--- src/rtl/fifo_pkg.sv ---
// Shared constants and helpers for the parametrised single-clock FIFO family.
package fifo_pkg;

    localparam int DEF_DATA_W = 8;
    localparam int DEF_DEPTH  = 256;
    localparam int DEF_MARGIN = 4;

    // Ceiling log2; used for pointer widths at elaboration time.
    function automatic int clog2(input int value);
        int result;
        result = 0;
        while ((1 << result) < value) begin
            result = result + 1;
        end
        return result;
    endfunction

endpackage

--- src/rtl/fifo_ram.sv ---
// Simple dual-port register array: synchronous write, registered or asynchronous read.
module fifo_ram
    import fifo_pkg::*;
#(
    parameter int DATA_W     = DEF_DATA_W,
    parameter int DEPTH      = DEF_DEPTH,
    parameter int SHOW_AHEAD = 0,
    parameter int AW         = clog2(DEPTH)
) (
    input  logic              sys_clk,
    input  logic              sys_rst_n,
    input  logic              i_sclr,
    input  logic              i_wr_en,
    input  logic [AW-1:0]     i_wr_addr,
    input  logic [DATA_W-1:0] i_wr_data,
    input  logic              i_rd_en,
    input  logic [AW-1:0]     i_rd_addr,
    output logic [DATA_W-1:0] o_rd_data
);

    logic [DATA_W-1:0] r_mem [DEPTH];
    logic [DATA_W-1:0] r_rd_data;

    // Storage is intentionally not reset so it can map onto plain registers or LUT RAM.
    always_ff @(posedge sys_clk) begin
        if (i_wr_en) begin
            r_mem[i_wr_addr] <= i_wr_data;
        end
    end

    always_ff @(posedge sys_clk or negedge sys_rst_n) begin
        if (!sys_rst_n) begin
            r_rd_data <= '0;
        end else if (i_sclr) begin
            r_rd_data <= '0;
        end else if (i_rd_en) begin
            r_rd_data <= r_mem[i_rd_addr];
        end
    end

    // Show-ahead presents the head word combinationally; the register is then unused.
    assign o_rd_data = (SHOW_AHEAD != 0) ? r_mem[i_rd_addr] : r_rd_data;

endmodule

--- src/rtl/scfifo_param.sv ---
// Parametrised single-clock FIFO: pointers, fill counter, flag decode and error pulses.
module scfifo_param
    import fifo_pkg::*;
#(
    parameter int DATA_W     = DEF_DATA_W,
    parameter int DEPTH      = DEF_DEPTH,
    parameter int SHOW_AHEAD = 0,
    parameter int AF_LEVEL   = DEPTH - DEF_MARGIN,
    parameter int AE_LEVEL   = DEF_MARGIN,
    localparam int AW        = clog2(DEPTH)
) (
    input  logic              sys_clk,
    input  logic              sys_rst_n,
    input  logic              sclr,
    input  logic              wr_req,
    input  logic [DATA_W-1:0] pi_data,
    input  logic              rd_req,
    output logic [DATA_W-1:0] po_data,
    output logic              empty,
    output logic              full,
    output logic              almost_empty,
    output logic              almost_full,
    output logic [AW:0]       usedw,
    output logic              wr_err,
    output logic              rd_err
);

    localparam logic [AW:0]   FULL_CNT = (AW+1)'(DEPTH);
    localparam logic [AW:0]   AF_CNT   = (AW+1)'(AF_LEVEL);
    localparam logic [AW:0]   AE_CNT   = (AW+1)'(AE_LEVEL);
    localparam logic [AW:0]   CNT_ONE  = (AW+1)'(1);
    localparam logic [AW-1:0] PTR_ONE  = AW'(1);

    logic [AW-1:0] r_wr_ptr;
    logic [AW-1:0] r_rd_ptr;
    logic [AW:0]   r_usedw;
    logic          r_wr_err;
    logic          r_rd_err;
    logic          w_wr_acc;
    logic          w_rd_acc;
    logic          w_ram_wr;
    logic          w_ram_rd;

    // Requests have no backpressure: a request is taken on the edge only if the
    // registered flags allow it; otherwise it is dropped and flagged next cycle.
    assign w_wr_acc = wr_req && !full;
    assign w_rd_acc = rd_req && !empty;
    assign w_ram_wr = w_wr_acc && !sclr;
    assign w_ram_rd = w_rd_acc && !sclr;

    always_ff @(posedge sys_clk or negedge sys_rst_n) begin
        if (!sys_rst_n) begin
            r_wr_ptr <= '0;
            r_rd_ptr <= '0;
            r_usedw  <= '0;
            r_wr_err <= 1'b0;
            r_rd_err <= 1'b0;
        end else if (sclr) begin
            r_wr_ptr <= '0;
            r_rd_ptr <= '0;
            r_usedw  <= '0;
            r_wr_err <= 1'b0;
            r_rd_err <= 1'b0;
        end else begin
            if (w_wr_acc) begin
                r_wr_ptr <= r_wr_ptr + PTR_ONE;
            end
            if (w_rd_acc) begin
                r_rd_ptr <= r_rd_ptr + PTR_ONE;
            end
            case ({w_wr_acc, w_rd_acc})
                2'b10:   r_usedw <= r_usedw + CNT_ONE;
                2'b01:   r_usedw <= r_usedw - CNT_ONE;
                default: r_usedw <= r_usedw;
            endcase
            r_wr_err <= wr_req && full;
            r_rd_err <= rd_req && empty;
        end
    end

    // Flags come only from the registered count, never from same-cycle requests.
    assign usedw        = r_usedw;
    assign empty        = (r_usedw == '0);
    assign full         = (r_usedw == FULL_CNT);
    assign almost_empty = (r_usedw < AE_CNT);
    assign almost_full  = (r_usedw >= AF_CNT);
    assign wr_err       = r_wr_err;
    assign rd_err       = r_rd_err;

    fifo_ram #(
        .DATA_W     (DATA_W),
        .DEPTH      (DEPTH),
        .SHOW_AHEAD (SHOW_AHEAD),
        .AW         (AW)
    ) u_ram (
        .sys_clk   (sys_clk),
        .sys_rst_n (sys_rst_n),
        .i_sclr    (sclr),
        .i_wr_en   (w_ram_wr),
        .i_wr_addr (r_wr_ptr),
        .i_wr_data (pi_data),
        .i_rd_en   (w_ram_rd),
        .i_rd_addr (r_rd_ptr),
        .o_rd_data (po_data)
    );

endmodule

--- config.mk ---
export PLATFORM = sky130hd
export DESIGN_NAME = scfifo_param
export DESIGN_NICKNAME = d
export VERILOG_FILES = /design/src/rtl/fifo_pkg.sv /design/src/rtl/fifo_ram.sv /design/src/rtl/scfifo_param.sv
export SDC_FILE = /design/constraint.sdc
export NUM_CORES = 2
export LEC_CHECK = 0
export BUFFER_PORTS_ARGS = -buffer_cell sky130_fd_sc_hd__buf_2
export CORE_AREA = 2 2 408 410
export CTS_BUF_LIST = sky130_fd_sc_hd__clkbuf_16
export DETAILED_ROUTE_END_ITERATION = 16
export DIE_AREA = 0 0 410 412
export HOLD_SLACK_MARGIN = 0.02
export SLEW_MARGIN = 30
export SYNTH_ARGS = -nofsm -noshare
export SYNTH_HDL_FRONTEND = slang
export SYNTH_SLANG_ARGS = --single-unit
export TNS_END_PERCENT = 20
--- constraint.sdc ---
create_clock -name sys_clk -period 6.7 [get_ports sys_clk]
set_input_delay 1.005 -clock sys_clk [delete_from_list [all_inputs] [get_ports sys_clk]]
set_output_delay 1.005 -clock sys_clk [all_outputs]
set_load 0.02 [all_outputs]
# Yosys cells after proc, flatten, opt, wreduce, memory -nomap -nowiden
# Memory sizes are Yosys's and may differ from the RTL's.
# Cells that the tools add are included.
# totals
register_bits	35
ramBits	2048
input_bits	13
out_inout_bits	23
wordCells	42
memories	1
# classes
add_sub_neg	4
n_lt_le_gt_ge	2
eq_ne	3
mux	12
n_reduce_logical	14
# mem_list
memory	words	word_bits	read_ports	rd_ports_with_merged_regs	wr	line_no	rtl
u_ram.r_mem	256	8	1	0	1	fifo_ram.sv:21	logic [DATA_W-1:0] r_mem [DEPTH];
# op_table
op	n
$mux W8	6
$pmux W9 S2	1
$add A8 B1 Y8 const B	2
$add A9 B1 Y9 const B	1
$eq A9 B9 Y1 const B	1
$ge A9 B8 Y1 const B	1
$logic_not A9 Y1	1
$lt A9 B3 Y1 const B	1
$mux W9	1
$sub A9 B1 Y9 const B	1
$logic_and A1 B1 Y1	6
$reduce_bool A2 Y1	3
$mux W1	4
$logic_not A1 Y1	3
$reduce_bool A3 Y1	1
$eq A2 B1 Y1 const B	1
$eq A2 B2 Y1 const B	1

# Longest topological paths before layout
# logic_depth
word_depth	6
ltp_mapped	14
depth_no_buf	10

# Hierarchy
# A second synthesis with hierarchy kept.
# unflattened
hier_cells	4037
area_unflattened_um2	82024.9
# by_module_without_submodules
mod	n_inst	cells_each	area_each_um2	seq_area_each_um2
fifo_ram	1	3851	80259.5	61699.2
scfifo_param	1	186	1765.4	675.6

# Worst setup path after synthesis
# Ideal clock, no wire load.
# synth_path
kind	flip-flop to flip-flop
start	reg r_usedw[1] (netlist: usedw[1])
end	reg r_usedw[8] (netlist: usedw[8])
setup_time_ns	0.128
arrival_ns	2.924
required_time_ns	6.572
path_slack_ns	3.649
stages_incl_launch_ff	13
n_path_buf	2
period_less_slack_ns	3.051
cell_sequence	dfrtp_1 -> buf_2 -> or3_1 -> or3_1 -> a21o_1 -> buf_4 -> xnor2_1 -> ha_1 -> o21ai_0 -> nand2b_1 -> a211oi_1 -> a21oi_1 -> mux2_1
# synth_via
elab_chain_cells	6
elab_cells_between_ends	13
cone_classes	add/sub: 2; eq/ne: 3; mux: 2; reduce/logical: 6
# synth_lines
item	line_no	rtl
start, declared	scfifo_param.sv:36	logic [AW:0] r_usedw;
start signal, assigned	scfifo_param.sv:72	2'b10: r_usedw <= r_usedw + CNT_ONE;
start signal, assigned	scfifo_param.sv:73	2'b01: r_usedw <= r_usedw - CNT_ONE;
start signal, assigned	scfifo_param.sv:74	default: r_usedw <= r_usedw;
parallel branches: the longest is 6 deep, another holds $sub A9 B1 Y9	--	
# Several ways; the timed one is not identified.
# A chain may end at the register's enable or synchronous reset.

# Worst setup path in the final report
# layout_path
start	reg r_rd_ptr[2]
end	reg u_ram.r_rd_data[1] (netlist: u_ram.o_rd_data[1])
# layout_via
elab_chain_cells	3
# layout_lines
item	line_no	rtl
start, declared	scfifo_param.sv:35	logic [AW-1:0] r_rd_ptr;
start signal, assigned	scfifo_param.sv:69	r_rd_ptr <= r_rd_ptr + PTR_ONE;
$mem_v2 Z256 W8	--	
$mux W8	fifo_ram.sv:36	end else if (i_rd_en) begin
$mux W8	fifo_ram.sv:34	end else if (i_sclr) begin
end signal, assigned	fifo_ram.sv:37	r_rd_data <= r_mem[i_rd_addr];
end, declared	fifo_ram.sv:22	logic [DATA_W-1:0] r_rd_data;
# Every way passes these cells. The select of a mux whose other input is x is not followed.

==> impl_metrics.py <==
metrics = {
    "run_status": {
        "status": "finished clean",
    },
    "grt": {
        "grt_pass1_wl_um": 315100,
        "grt_pass1_vias": 40450,
        "grt_max_degree": 177,
        "antenna_found_initial": 7,
        "globalRouteOverflowTotal": 0,
        "grt_use_total_pct": 26.48,
    },
    "sta": {
        "layout_min_cycle_time_ns": 4.979,
        "fin_crit_sh_pct": 74.32,
        "achievable-frequency_ghz": 0.2008,
        "finalHoldViolations": 0,
        "setup_viol": 0,
        "rsz0062_at_grt": "false",
        "setup_ws_ns": 1.721,
        "worst_slew_pin_slew_ns": 1.112,
        "finalSetupTns_ns": 0,
        "fin_worst_skew_ns": 0.05430,
        "slew_violations": 0,
        "slew_headroom_pct": 25.89,
    },
    "yosys": {
        "ys_seq_area_share_pct": 76.29,
        "synth_top_area_cell": "edfxtp_1",
        "synthTopCellsByArea": "edfxtp_1 (75%), mux4_2 (11%), mux2i_1 (2.6%)",
        "yosysTopAreaCellShare_pct": 75.22,
        "synth-edff-count": 2048,
        "synth_fp_nets": 4059,
        "netlist_instances": 4038,
        "synthArstFlopShare_pct": 1.680,
        "synth-seq-cells": 2083,
        "ys.flop_type": "edfxtp_1",
        "ys_warn_count": 0,
        "syn_area_per_cell_um2": 20.25,
        "synth_cell_types": 83,
        "synth_area_um2": 81760,
    },
    "power": {
        "p_switching_uw": 8106,
        "ir_drop_uv": 314.4,
        "combPwrFrac_pct": 16.2,
        "powerDensity_nw_per_um2": 341.0,
        "p_seq_share_pct": 47.0,
        "netSwitchingFraction_pct": 26.14,
        "p_leak_uw": 0.02789,
        "p_int_uw": 22910,
        "clockPowerShare_pct": 36.8,
    },
    "clock_tree": {
        "cts.sinks": 2083,
        "cts.reportedPaths.clkPinSlew_ns": 0.06,
        "clk_latency_ns": 0.87,
        "cts_hold_buf": 0,
        "htreeDepth": 4,
        "cts-resized-gates": 0,
        "cts_setup_buffers": 0,
        "clk_path_buf_depth": 3,
        "cts-root-buf": "clkbuf_16",
        "cts_inserted_buffers": 209,
        "cts_tree": "built",
    },
    "drt": {
        "firstDrtPassIters": 6,
        "post_drt_wl_per_cell_um": 34.26,
        "met1_length_um": 93250,
        "wl_met3_um": 19810,
        "vias": 41600,
        "routed_wl_um": 222500,
        "drcViolationCount": 0,
        "ant_nets": 0,
        "wl_met2_um": 103200,
        "dr.max_layer_used": "met5",
        "avgViaCountPerCell": 6.405,
        "first_iter_violations": 5491,
    },
    "final_layout": {
        "finalNonFillerCells": 6494,
        "drive_gt1_share_pct": 21.18,
        "area_growth_pct": 11.25,
        "nets": 4155,
    },
    "critical_path": {
        "r2r_end": "u_ram.o_rd_data[1]",
        "cp-startpoint": "r_rd_ptr[2]",
        "critPathMaxFanout": 38,
        "rrSetupSlack_ns": 1.72,
        "r2r_cells": 9,
        "cp_data_required_time_ns": 7.50,
        "startpoint_type": "flip-flop",
        "crit_arrival_ns": 5.78,
        "worstReg2RegStart": "r_rd_ptr[2]",
        "critPathCaptureType": "flip-flop",
        "path_class": "reg -> reg",
    },
    "die": {
        "core_area_um2": 164200,
        "rows": 149,
        "die_h_um": 412,
        "ios": 36,
        "die_area_um2": 168900,
        "die_x_um": 410,
        "initial_core_util_pct": 49.78,
    },
    "placement": {
        "dp_worst_setup_slack_ns": 1.925,
        "io_buffers": 35,
        "place_congestion": 0.8632,
        "dp_cells": 6109,
        "hpwlAfterDp_um": 131700,
    },
    "run": {
        "cap_violations": 0,
    },
    "hold_path": {
        "hold_class": "in -> async",
    },
}
placed cells by master (no fill, tap or decap), types with 10 or more instances in the layout:
cell / n
nand2_1: 105
o22ai_1: 44
buf_4: 80
bufinv_16: 18
buf_2: 28
nor2b_1: 12
nand2b_1: 11
a221oi_1: 24
a22oi_1: 76
inv_1: 50
clkbuf_16: 210
xnor2_1: 13
clkinv_1: 57
a31oi_1: 23
nand2_2: 13
clkinv_2: 27
o221ai_1: 36
mux4_2: 413
o21ai_0: 31
mux2_2: 24
buf_12: 12
edfxtp_1: 2048
a211oi_1: 22
o21ai_1: 12
nand3_1: 27
mux2i_1: 216
nor2_1: 313
nor3_1: 30
a22o_1: 12
dfrtp_1: 30
a21oi_1: 79
o211ai_1: 10
critical path, stage by stage (launching register included):
cell and delay (ns):
dfrtp_4 0.86, buf_4 0.63, nand2_2 0.73, buf_4 0.49, o221ai_1 0.27, o22ai_1 0.13
nor3_1 0.48, a211oi_1 0.11, a2111oi_1 0.95, a211o_1 0.19
layout make-up:
cell class / instances / area, µm²
fillers: 12330 / 73290
flip-flops and latches: 2083 / 62390
multi-input cells: 1698 / 17880
clock buffers: 210 / 5255
well taps: 2189 / 2739
clock inverters: 169 / 1459
repair buffers: 132 / 1185
inverters: 10 / 41.29
diodes: 3 / 7.507
registers in the layout, summed over array words and instances (netlist names):
register         flops
u_ram.r_mem       2048
usedw                9
u_ram.o_rd_data      8
wr_err               1
r_wr_ptr             8
rd_err               1
r_rd_ptr             8
layer usage:
layer,up-vias,GRT usage (%)
met4,6,7.904
met3,321,5.657
li1,16920,-
met1,22270,38.92
met2,2077,40.23
met5,-,0
synthesized netlist by cell type, drive strengths merged, types with 17 or more instances:
library cell / number
o221ai: 36
nand3: 32
a21oi: 79
o22ai: 44
a31oi: 23
nand2: 118
edfxtp: 2048
a22oi: 76
nor2: 315
mux2i: 216
buf: 157
o21ai: 43
nor3: 32
nor2b: 17
a211oi: 22
clkbuf: 90
a221oi: 26
mux4: 417
dfrtp: 35
mux2: 29
kinds of logic (layout without fill, tap and decap cells):
group           after synthesis  in the layout  synth area share [%]
buf+inv                     257            521                 2.037
other cells                   0              3                     0
flops                      2083           2083                 76.29
xor+xnor                     20             20                0.2143
simple gates                575            575                 3.035
fa+ha+maj                     8              8                0.1224
compound gates              433            433                 3.751
mux                         662            662                 14.55
worst max-delay path by stage:
stage                    endpoint
2_1_floorplan            usedw[8]
3_3_place_gp   u_ram.o_rd_data[1]
3_5_place_dp   u_ram.o_rd_data[1]
4_1_cts        u_ram.o_rd_data[1]
5_1_grt        u_ram.o_rd_data[1]
6_report       u_ram.o_rd_data[1]
through the flow:
step	total power (µW)	utilization [%]	area, µm²	hold slack [ns]
floorplan	18360	-	81760	0.5321
global placement	19860	51.20	84100	0.5643
detailed placement	19870	51.23	84150	0.5810
CTS	31190	55.32	90860	0.2564
global route	31920	55.38	90950	0.2938
finish	31010	55.38	90960	0.2657
power groups by stage:
stage               Sequential [µW]  Clock, µW  Combinational, µW
finish                        14600      11400               5010
global route                  14600      12100               5270
CTS                           14600      11600               5040
detailed placement            14800          0               5030
global placement              14800          0               5010
floorplan                     14700          0               3640
(Power assumes the default switching activity.)
